`src/rtl/shapool_job_ctrl.sv`:
```
// Job sequencer for the hashing pool: gates the pool on PLL lock, steps nonce
// rounds for each loaded job, arbitrates core success and drives READY/LED.
module shapool_job_ctrl #(
  parameter int POOL_SIZE      = 2,
  parameter int POOL_SIZE_LOG2 = 1,
  parameter int NONCE_WIDTH    = 32,
  parameter int ROUND_CYCLES   = 66,
  parameter int STARTUP_CYCLES = 16,
  parameter int LED_DIV        = 22
) (
  input  logic                      clk_in,
  input  logic                      reset_in,
  input  logic                      pll_locked_in,
  input  logic                      job_valid_in,
  input  logic                      job_abort_in,
  input  logic [NONCE_WIDTH-1:0]    nonce_end_in,
  input  logic [POOL_SIZE-1:0]      core_success_in,
  output logic                      core_reset_out,
  output logic                      core_start_out,
  output logic [NONCE_WIDTH-1:0]    nonce_out,
  output logic [POOL_SIZE_LOG2-1:0] winner_idx_out,
  output logic [NONCE_WIDTH-1:0]    winner_nonce_out,
  output logic                      ready_out,
  output logic                      exhausted_out,
  output logic                      busy_out,
  output logic                      status_led_out
);

  localparam logic [2:0] S_WAIT_LOCK = 3'd0;
  localparam logic [2:0] S_IDLE      = 3'd1;
  localparam logic [2:0] S_START     = 3'd2;
  localparam logic [2:0] S_RUN       = 3'd3;
  localparam logic [2:0] S_CHECK     = 3'd4;
  localparam logic [2:0] S_FOUND     = 3'd5;
  localparam logic [2:0] S_EXHAUSTED = 3'd6;

  localparam int LW = $clog2(STARTUP_CYCLES + 1);
  localparam int RW = (ROUND_CYCLES > 2) ? $clog2(ROUND_CYCLES) : 1;
  localparam logic [LW-1:0] LOCK_LAST  = LW'(STARTUP_CYCLES - 1);
  localparam logic [RW-1:0] ROUND_LOAD = RW'(ROUND_CYCLES - 2);

  logic [2:0]                state, state_nxt;
  logic [LW-1:0]             lock_cnt, lock_cnt_nxt;
  logic [RW-1:0]             round_cnt, round_cnt_nxt;
  logic [NONCE_WIDTH-1:0]    nonce_nxt, win_nonce_nxt;
  logic [POOL_SIZE_LOG2-1:0] win_idx_nxt, prio_idx;
  logic [LED_DIV:0]          led_cnt, led_cnt_nxt;
  logic                      busy_nxt, pool_rst_pulse, any_success;

  assign busy_out  = (state == S_START) || (state == S_RUN) || (state == S_CHECK);
  assign ready_out = (state == S_FOUND);
  assign busy_nxt  = (state_nxt == S_START) || (state_nxt == S_RUN) || (state_nxt == S_CHECK);

  // Fixed priority: lowest set index wins
  always_comb begin
    prio_idx = '0;
    for (int i = POOL_SIZE - 1; i >= 0; i--)
      if (core_success_in[i]) prio_idx = POOL_SIZE_LOG2'(i);
  end
  assign any_success = |core_success_in;

  always_comb begin
    state_nxt      = state;
    lock_cnt_nxt   = lock_cnt;
    round_cnt_nxt  = round_cnt;
    nonce_nxt      = nonce_out;
    win_idx_nxt    = winner_idx_out;
    win_nonce_nxt  = winner_nonce_out;
    pool_rst_pulse = 1'b0;
    if (!pll_locked_in) begin
      state_nxt    = S_WAIT_LOCK;
      lock_cnt_nxt = '0;
    end else if (state == S_WAIT_LOCK) begin
      lock_cnt_nxt = lock_cnt + 1'b1;
      if (lock_cnt == LOCK_LAST) state_nxt = S_IDLE;
    end else if (job_abort_in) begin
      // Only an abort of a running job needs the pool flushed
      state_nxt      = S_IDLE;
      pool_rst_pulse = busy_out;
    end else if (job_valid_in) begin
      state_nxt     = S_START;
      nonce_nxt     = '0;
      win_idx_nxt   = '0;
      win_nonce_nxt = '0;
    end else begin
      case (state)
        S_START: begin
          round_cnt_nxt = ROUND_LOAD;
          state_nxt     = S_RUN;
        end
        S_RUN: begin
          if (round_cnt == '0) state_nxt = S_CHECK;
          else round_cnt_nxt = round_cnt - 1'b1;
        end
        S_CHECK: begin
          if (any_success) begin
            state_nxt     = S_FOUND;
            win_idx_nxt   = prio_idx;
            win_nonce_nxt = nonce_out;
          end else if (nonce_out == nonce_end_in) begin
            state_nxt = S_EXHAUSTED;
          end else begin
            nonce_nxt = nonce_out + 1'b1;
            state_nxt = S_START;
          end
        end
        default: ;
      endcase
    end
  end

  // Heartbeat counter restarts only when a job begins from a non-busy state
  assign led_cnt_nxt = (state_nxt == S_START && !busy_out) ? '0 : led_cnt + 1'b1;

  always_ff @(posedge clk_in) begin
    if (reset_in) begin
      state            <= S_WAIT_LOCK;
      lock_cnt         <= '0;
      round_cnt        <= '0;
      led_cnt          <= '0;
      nonce_out        <= '0;
      winner_idx_out   <= '0;
      winner_nonce_out <= '0;
      core_reset_out   <= 1'b1;
      core_start_out   <= 1'b0;
      exhausted_out    <= 1'b0;
      status_led_out   <= 1'b0;
    end else begin
      state            <= state_nxt;
      lock_cnt         <= lock_cnt_nxt;
      round_cnt        <= round_cnt_nxt;
      led_cnt          <= led_cnt_nxt;
      nonce_out        <= nonce_nxt;
      winner_idx_out   <= win_idx_nxt;
      winner_nonce_out <= win_nonce_nxt;
      core_reset_out   <= (state_nxt == S_WAIT_LOCK) || pool_rst_pulse;
      core_start_out   <= (state_nxt == S_START);
      exhausted_out    <= (state_nxt == S_EXHAUSTED);
      status_led_out   <= (state_nxt == S_FOUND) || (busy_nxt && led_cnt_nxt[LED_DIV]);
    end
  end

endmodule

```
`config.mk`:
```
export PLATFORM = sky130hd
export DESIGN_NAME = shapool_job_ctrl
export DESIGN_NICKNAME = d
export VERILOG_FILES = /design/src/rtl/shapool_job_ctrl.sv
export SDC_FILE = /design/constraint.sdc
export NUM_CORES = 1
export LEC_CHECK = 0
export BUFFER_PORTS_ARGS = -buffer_cell sky130_fd_sc_hd__buf_2
export CORE_AREA = 2 2 97 99
export CTS_BUF_LIST = sky130_fd_sc_hd__clkbuf_8
export CTS_CLUSTER_DIAMETER = 150
export CTS_CLUSTER_SIZE = 25
export DETAILED_ROUTE_END_ITERATION = 6
export DIE_AREA = 0 0 99 101
export GPL_TIMING_DRIVEN = 1
export PLACE_DENSITY_LB_ADDON = 0.2
export SLEW_MARGIN = 20
export SYNTH_ARGS = -nofsm -noshare
export SYNTH_HDL_FRONTEND = slang
export SYNTH_SLANG_ARGS = --single-unit
```
`constraint.sdc`:
```
create_clock -name clk_in -period 7.35 [get_ports clk_in]
set_clock_uncertainty 0.2 [all_clocks]
set_input_delay 0.3675 -clock clk_in [delete_from_list [all_inputs] [get_ports clk_in]]
set_output_delay 0.3675 -clock clk_in [all_outputs]
set_load 0.02 [all_outputs]
```
### Word-level counts from Yosys, hierarchy flattened

Index checks and enable logic that the tools add are counted.

* logic and storage cells: 82
* bits of input ports: 39
* register bits: 107
* output and inout bits: 71

* reductions and logical operators: 21
* $add $sub $neg: 4
* equal/unequal tests: 14
* bitwise operators: 4
* muxes and demuxes: 27

Operators by type and width (count)
* 32-bit two-way mux: 7
* 32-bit by 1-bit adder with 32-bit output, second input constant: 1
* 32-bit == test: 1
* 3-bit two-way mux: 8
* 23-bit by 1-bit adder with 23-bit output, second input constant: 1
* 23-bit two-way mux: 1
* 3-bit == test, second input constant: 5
* 7-bit one-hot mux with 2 select lines: 1
* 3-bit by 2-bit == test with 1-bit output, second input constant: 4
* 6-bit AND reduction: 2
* 3-bit one-hot mux with 3 select lines: 1
* 1-bit two-way mux: 8
* 7-bit logical NOT: 1
* 7-bit two-way mux: 1
* 7-bit by 1-bit subtractor with 7-bit output, second input constant: 1
* 3-bit logical NOT: 2
* 1-bit logical OR: 6
* 2-bit inequality test, second input constant: 3
* 2-bit nonzero test: 3
* 2-bit OR reduction: 3
* 5-bit by 1-bit adder with 5-bit output, second input constant: 1
* 5-bit by 4-bit == test with 1-bit output, second input constant: 1
* 5-bit AND reduction: 1
* 1-bit inverter: 4
* 2 further kinds: 3

### Longest topological paths before layout

* depth after elaboration: 13
* gate-level depth with buffers: 10
* gate-level depth less buffers: 9

### Worst setup path after synthesis

Ideal clock, no wire load.

* path kind: flip-flop to flip-flop
* start point: reg, netlist name round_cnt[0]
* end point: reg nonce_out[26]
* stages on the path, launching flop included: 11
* data arrival time: 2.413 ns
* data required time: 7.090 ns
* path buffers: 1
* path slack: 4.677 ns
* cells stage by stage: dfxtp_1 -> inv_1 -> ha_1 -> or4b_1 -> o221ai_2 -> o311ai_2 -> a31oi_4 -> o21ai_2 -> buf_6 -> or4_1 -> nand2_1

RTL lines
* end signal, assigned: line 133 `nonce_out <= nonce_nxt;`
* end, declared: line 20 `output logic [NONCE_WIDTH-1:0] nonce_out,`

### Worst setup path after layout

* start point: reg nonce_out[3]
* end point: reg led_cnt[16]

* word-level cells in the longest chain between the ends: 11

Ends and longest elaborated chain
* 32-bit == test: line 100 `end else if (nonce_out == nonce_end_in) begin`
* 3-bit two-way mux: line 100
* 3-bit two-way mux: line 96 `if (any_success) begin`
* 3-bit one-hot mux with 3 select lines: line 86 `case (state)`
* 3-bit two-way mux: line 80 `end else if (job_valid_in) begin`
* 3-bit two-way mux: line 76 `end else if (job_abort_in) begin`
* 3-bit two-way mux: line 73 `end else if (state == S_WAIT_LOCK) begin`
* 3-bit two-way mux: line 70 `if (!pll_locked_in) begin`
* 3-bit by 2-bit == test with 1-bit output: line 113 `assign led_cnt_nxt = (state_nxt == S_START && !busy_out) ? '0 : led_cnt + 1'b1;`
* 1-bit logical AND: line 113
* 2-bit OR reduction (no source line)
* end signal, assigned: line 132 `led_cnt <= led_cnt_nxt;`
* end, declared: line 47 `logic [LED_DIV:0] led_cnt, led_cnt_nxt;`

No other way between the ends.
A chain may end at the register's enable or synchronous reset.

==> tab_implementation.tex <==
\begin{tabular}{lr}
\hline
Metric & Value \\
\hline
\multicolumn{2}{l}{\textbf{Yosys}} \\
\quad Number of distinct library cell variants in the gate-level netlist after synthesis & 59 \\
\quad Seq cells post-synth & 107 \\
\quad Cells after synthesis & approximately 620 \\
\quad Parity-gate share of the synthesized area counting xor and xnor cells & 0.108 \\
\quad Synthesized area per cell & between 8 and 9 um\^{}2 \\
\quad Synth Warn \# & 0 \\
\quad Post-Syn Nets & 659 \\
\quad Post-synth ARST share & 0 \\
\quad Multiplexer area fraction after synthesis & 0.0151 \\
\quad Post-Syn Area & around 0.0053 mm\^{}2 \\
\quad Compound-Gate Fraction of Synth Area & 0.131 \\
\quad Dominant combinational cell family by area after synthesis & simple AND/OR/NAND/NOR gates \\
\quad Basic-gate share of the synthesized area counting and, or, nand and nor cells & 0.295 \\
\quad Arithmetic-cell share of the synthesized area counting full adders, half adders and majority gates & 0.0118 \\
\quad Proportion of synthesized chip area in sequential cells & 0.405 \\
\quad Number of synthesized flops with an enable pin & 0 \\
\quad Most used DFF post-synth & dfxtp\_1 \\
\multicolumn{2}{l}{\textbf{Worst setup path}} \\
\quad CP endpoint kind & flip-flop \\
\quad Sequence of cells on the critical path & xnor2\_1, nand4\_1, nor4\_1, a41oi\_1, o21ai\_2, o21ba\_2, nor2b\_1 \\
\quad Crit start category & flip-flop \\
\quad Minimum setup slack among reg-to-reg paths & between 3 and 4 ns \\
\quad Critical Setup Path Class & reg -> reg \\
\quad RR Endpoint & led\_cnt[16] \\
\quad Number of cells on the worst reg-to-reg path & 7 \\
\quad Highest net fanout along the worst path & 25 \\
\quad CP bufs+invs & 0 \\
\quad Setup crit start & nonce\_out[3] \\
\quad Worst EP arrival & 3.64 ns \\
\quad Crit path max-delay family & compound AO/OA/AOI/OAI gates \\
\quad Delay of the slowest critical-path stage & $\sim$0.87 ns \\
\quad Worst r2r src & nonce\_out[3] \\
\quad WP data required & between 7 and 8 ns \\
\quad Max stage delay cell, worst path & o21ai\_2 \\
\multicolumn{2}{l}{\textbf{Placement}} \\
\quad Total half-perimeter wirelength after legalization and detailed placement & slightly below 10000 um \\
\quad Input/output buffers & between 100 and 150 \\
\quad Placed Instance Area & about 0.0059 mm\^{}2 \\
\quad GPL Wtd Cong & $\sim$0.89 \\
\multicolumn{2}{l}{\textbf{STA}} \\
\quad Share of the cycle needed by the critical path after routing & 0.478 \\
\quad Number of failing setup endpoints in the final timing report & 0 \\
\quad Max Clk Rate & roughly 280 MHz \\
\quad Unrepaired setup endpoints after global routing & no \\
\quad Least-Margin Pin Slew & 1.01 ns \\
\quad Shortest clock period the worst path allows after layout & 3.52 ns \\
\quad Worst hold slack & $\sim$0.030 ns \\
\quad Normalized max-slew margin & 0.324 \\
\quad Final-layout setup total negative slack & 0 ns \\
\quad Final hold viol count & 0 \\
\quad Final max-slew violation count & 0 \\
\multicolumn{2}{l}{\textbf{Run}} \\
\quad Number of max-cap violations & 0 \\
\multicolumn{2}{l}{\textbf{Clocking}} \\
\quad Post-CTS Resized & 0 \\
\quad Number of buffers created by CTS & 9 \\
\quad TritonCTS clock tree & yes \\
\quad Hold Buf Count CTS & 0 \\
\quad Skew-Pair Late Insertion Delay & 0.38 ns \\
\quad Clock edge transition at the registers on the reported setup and hold paths & 0.11 ns \\
\quad CTS root buffer & clkbuf\_8 \\
\quad Buffer depth of the longest clock path & 2 \\
\quad CTS Sinks & 107 \\
\quad Buffer count from post-CTS setup fixing & 0 \\
\quad H-tree levels & 3 \\
\multicolumn{2}{l}{\textbf{Power}} \\
\quad Total power density per cell area & between 150 and 200 mW/mm\^{}2 \\
\quad Sw Share & 0.242 \\
\quad Leak & 2.43 nW \\
\quad Proportion of power drawn by the clock network & 0.380 \\
\quad Power spent charging and discharging nets & approximately 0.25 mW \\
\quad Worst vdd ir & $\sim$0.00011 V \\
\quad Combinational power share & 0.046 \\
\quad Int Pwr & 0.771 mW \\
\quad Register share of total power & 0.574 \\
\multicolumn{2}{l}{\textbf{Worst hold path}} \\
\quad Min-Delay Endpoint & state[2] \\
\quad Worst Hold Launch & job\_abort\_in \\
\quad Path type of the worst min-delay path & in -> reg \\
\quad Worst Hold Path Cells & 2 \\
\multicolumn{2}{l}{\textbf{GRT}} \\
\quad Maximum number of pins on one net before global-route repair & 65 \\
\quad Number of global-route vias before repair & about 4500 \\
\quad Total Routing Usage GR & 0.278 \\
\quad Total global routing overflow & 0 \\
\quad First-pass GRT wire length & roughly 22000 um \\
\quad Initial antenna violation count & 0 \\
\multicolumn{2}{l}{\textbf{Floorplan}} \\
\quad Total die area & 0.0100 mm\^{}2 \\
\quad Area of the core & $\sim$0.009 mm\^{}2 \\
\quad Number of top-level pins & between 100 and 150 \\
\quad Die W & 99 um \\
\quad Placement Rows & 35 \\
\quad Die Span Y & $\sim$100 um \\
\quad Starting Density & 0.590 \\
\multicolumn{2}{l}{\textbf{Routing}} \\
\quad Via count normalized by instance count & 5.88 \\
\quad WL per Instance & around 17 um \\
\quad Number of iterations in the first detailed-routing pass & 5 \\
\quad Total wirelength of the detailed-routed design & 13700 um \\
\quad Overall via count from detail\_route & $\sim$4800 \\
\quad DRC violation count after routing & 0 \\
\quad Number of nets still failing antenna checks after routing & 0 \\
\quad Drt first-iter violations & approximately 310 \\
\multicolumn{2}{l}{\textbf{Cells and area}} \\
\quad Number of nets in the final layout & around 750 \\
\quad Filler cells & approximately 760 \\
\quad Fraction of layout instances using a drive strength above 1 & 0.197 \\
\quad Share of the core filled with cells & 0.677 \\
\quad Number of inserted diodes & 0 \\
\quad Final design instance area without fill & 0.00608 mm\^{}2 \\
\quad Post-synthesis to final-layout area growth & 14.8\% \\
\multicolumn{2}{l}{\textbf{Run status}} \\
\quad Result of the run & finished, final reports clean \\
\hline
\end{tabular}
[worst register-to-register path, delay by kind of cell, from the launching register on]
kind                      cells  cell delay (ns)
and+or+nand+nor               3             0.91
DFF                           1             0.52
AOI/OAI and AO/OA             3             1.67
xor gates and xnor gates      1             0.16
[registers in the layout, summed over array words and instances, names as in the netlist]
| register | cells |
|---|---|
| winner_nonce_out | 32 |
| nonce_out | 32 |
| core_reset_out | 1 |
| lock_cnt | 5 |
| winner_idx_out | 1 |
| state | 3 |
| round_cnt | 7 |
| led_cnt | 23 |
| exhausted_out | 1 |
| status_led_out | 1 |
| core_start_out | 1 |
[layout make-up]
class                      instances  area, um^2  area share
clock buffer                      10         138      0.0226
timing repair buffer             111         561      0.0922
tap                              111         139      0.0228
sequential                       107        2140       0.352
clock inverter                     6        71.3      0.0117
inverter                          13        48.8     0.00803
multi-input combinational        463        2980       0.490
[power by group through the flow]
stage / logic (mW) / clock network, mW / registers [mW]
2_1_floorplan: 0.0272 / 0 / 0.596
3_3_place_gp: 0.0451 / 0 / 0.597
3_5_place_dp: 0.0464 / 0 / 0.597
4_1_cts: 0.0467 / 0.388 / 0.583
5_1_grt: 0.0513 / 0.413 / 0.584
6_report: 0.0467 / 0.387 / 0.583
[cells by family (layout without fill, tap and decap cells)]
kind of cell,after synthesis,count (layout)
flops,107,107
buf+inv,45,140
simple gates,287,287
compound gates,98,98
mux,8,8
xor+xnor,65,65
fa+ha+maj,5,5
[cells in the mapped netlist (3+ instances only)]
cell        n  area, um^2
a21o_1      3        22.5
a21oi_1    44         220
a41o_1      3        30.0
and2_1     23         144
and3_1     10        62.6
and4_1      6        52.6
clkbuf_1   26        97.6
dfxtp_1   107        2140
ha_1        5        62.6
inv_1      13        48.8
mux2i_1     8        80.1
nand2_1    41         154
nand2b_1    9        56.3
nand3_1    24         120
nand4_1    21         131
nor2_1     71         267
nor2b_1     8        50.1
nor3_1     15        75.1
nor3b_1    28         210
nor4_1      8        50.1
o211ai_1   12        90.1
o21a_1      7        52.6
o21ai_0     5        25.0
or3_1       3        18.8
or4_1      11        82.6
xnor2_1    43         377
xor2_1     22         193
[metal layers]
layer  wire length [um]  global-route usage  vias up
met5                  0                   0        -
met4                161              0.0780        0
met3               1150              0.0492       18
met2               6280               0.443      199
met1               6140               0.390     2263
li1                   -                   -     2349
[stage by stage]
step / worst slack (ns) / power, mW / instances
2_1_floorplan: 4.68 / 0.624 / 615
3_3_place_gp: 4.12 / 0.642 / 805
3_5_place_dp: 3.93 / 0.643 / 805
4_1_cts: 3.87 / 1.02 / 821
5_1_grt: 3.59 / 1.05 / 821
6_report: 3.83 / 1.02 / 821
[worst max path at each step]
stage	endpoint	slack (ns)	depth (start not counted)
2_1_floorplan	nonce_out[26]	4.68	10
3_5_place_dp	led_cnt[16]	3.93	7
5_1_grt	led_cnt[22]	3.59	7
6_report	led_cnt[16]	3.83	7
4_1_cts	led_cnt[16]	3.87	7
3_3_place_gp	led_cnt[8]	4.12	7
[cells in the final DEF, fill, tap and decap left out, drive strengths merged, types with 2 or more instances in the layout]
cell	count
a2111oi	3
a211oi	2
a21o	3
a21oi	44
a41o	3
a41oi	2
and2	23
and3	10
and4	6
buf	111
clkbuf	10
clkinvlp	2
dfxtp	107
ha	5
inv	16
mux2i	8
nand2	41
nand2b	9
nand3	24
nand3b	2
nand4	21
nor2	71
nor2b	8
nor3	16
nor3b	29
nor4	8
o211ai	12
o21a	7
o21ai	7
o31a	2
o31ai	2
or3	3
or4	11
or4b	2
xnor2	43
xor2	22
No activity file was read; power rests on OpenSTA's default activity.
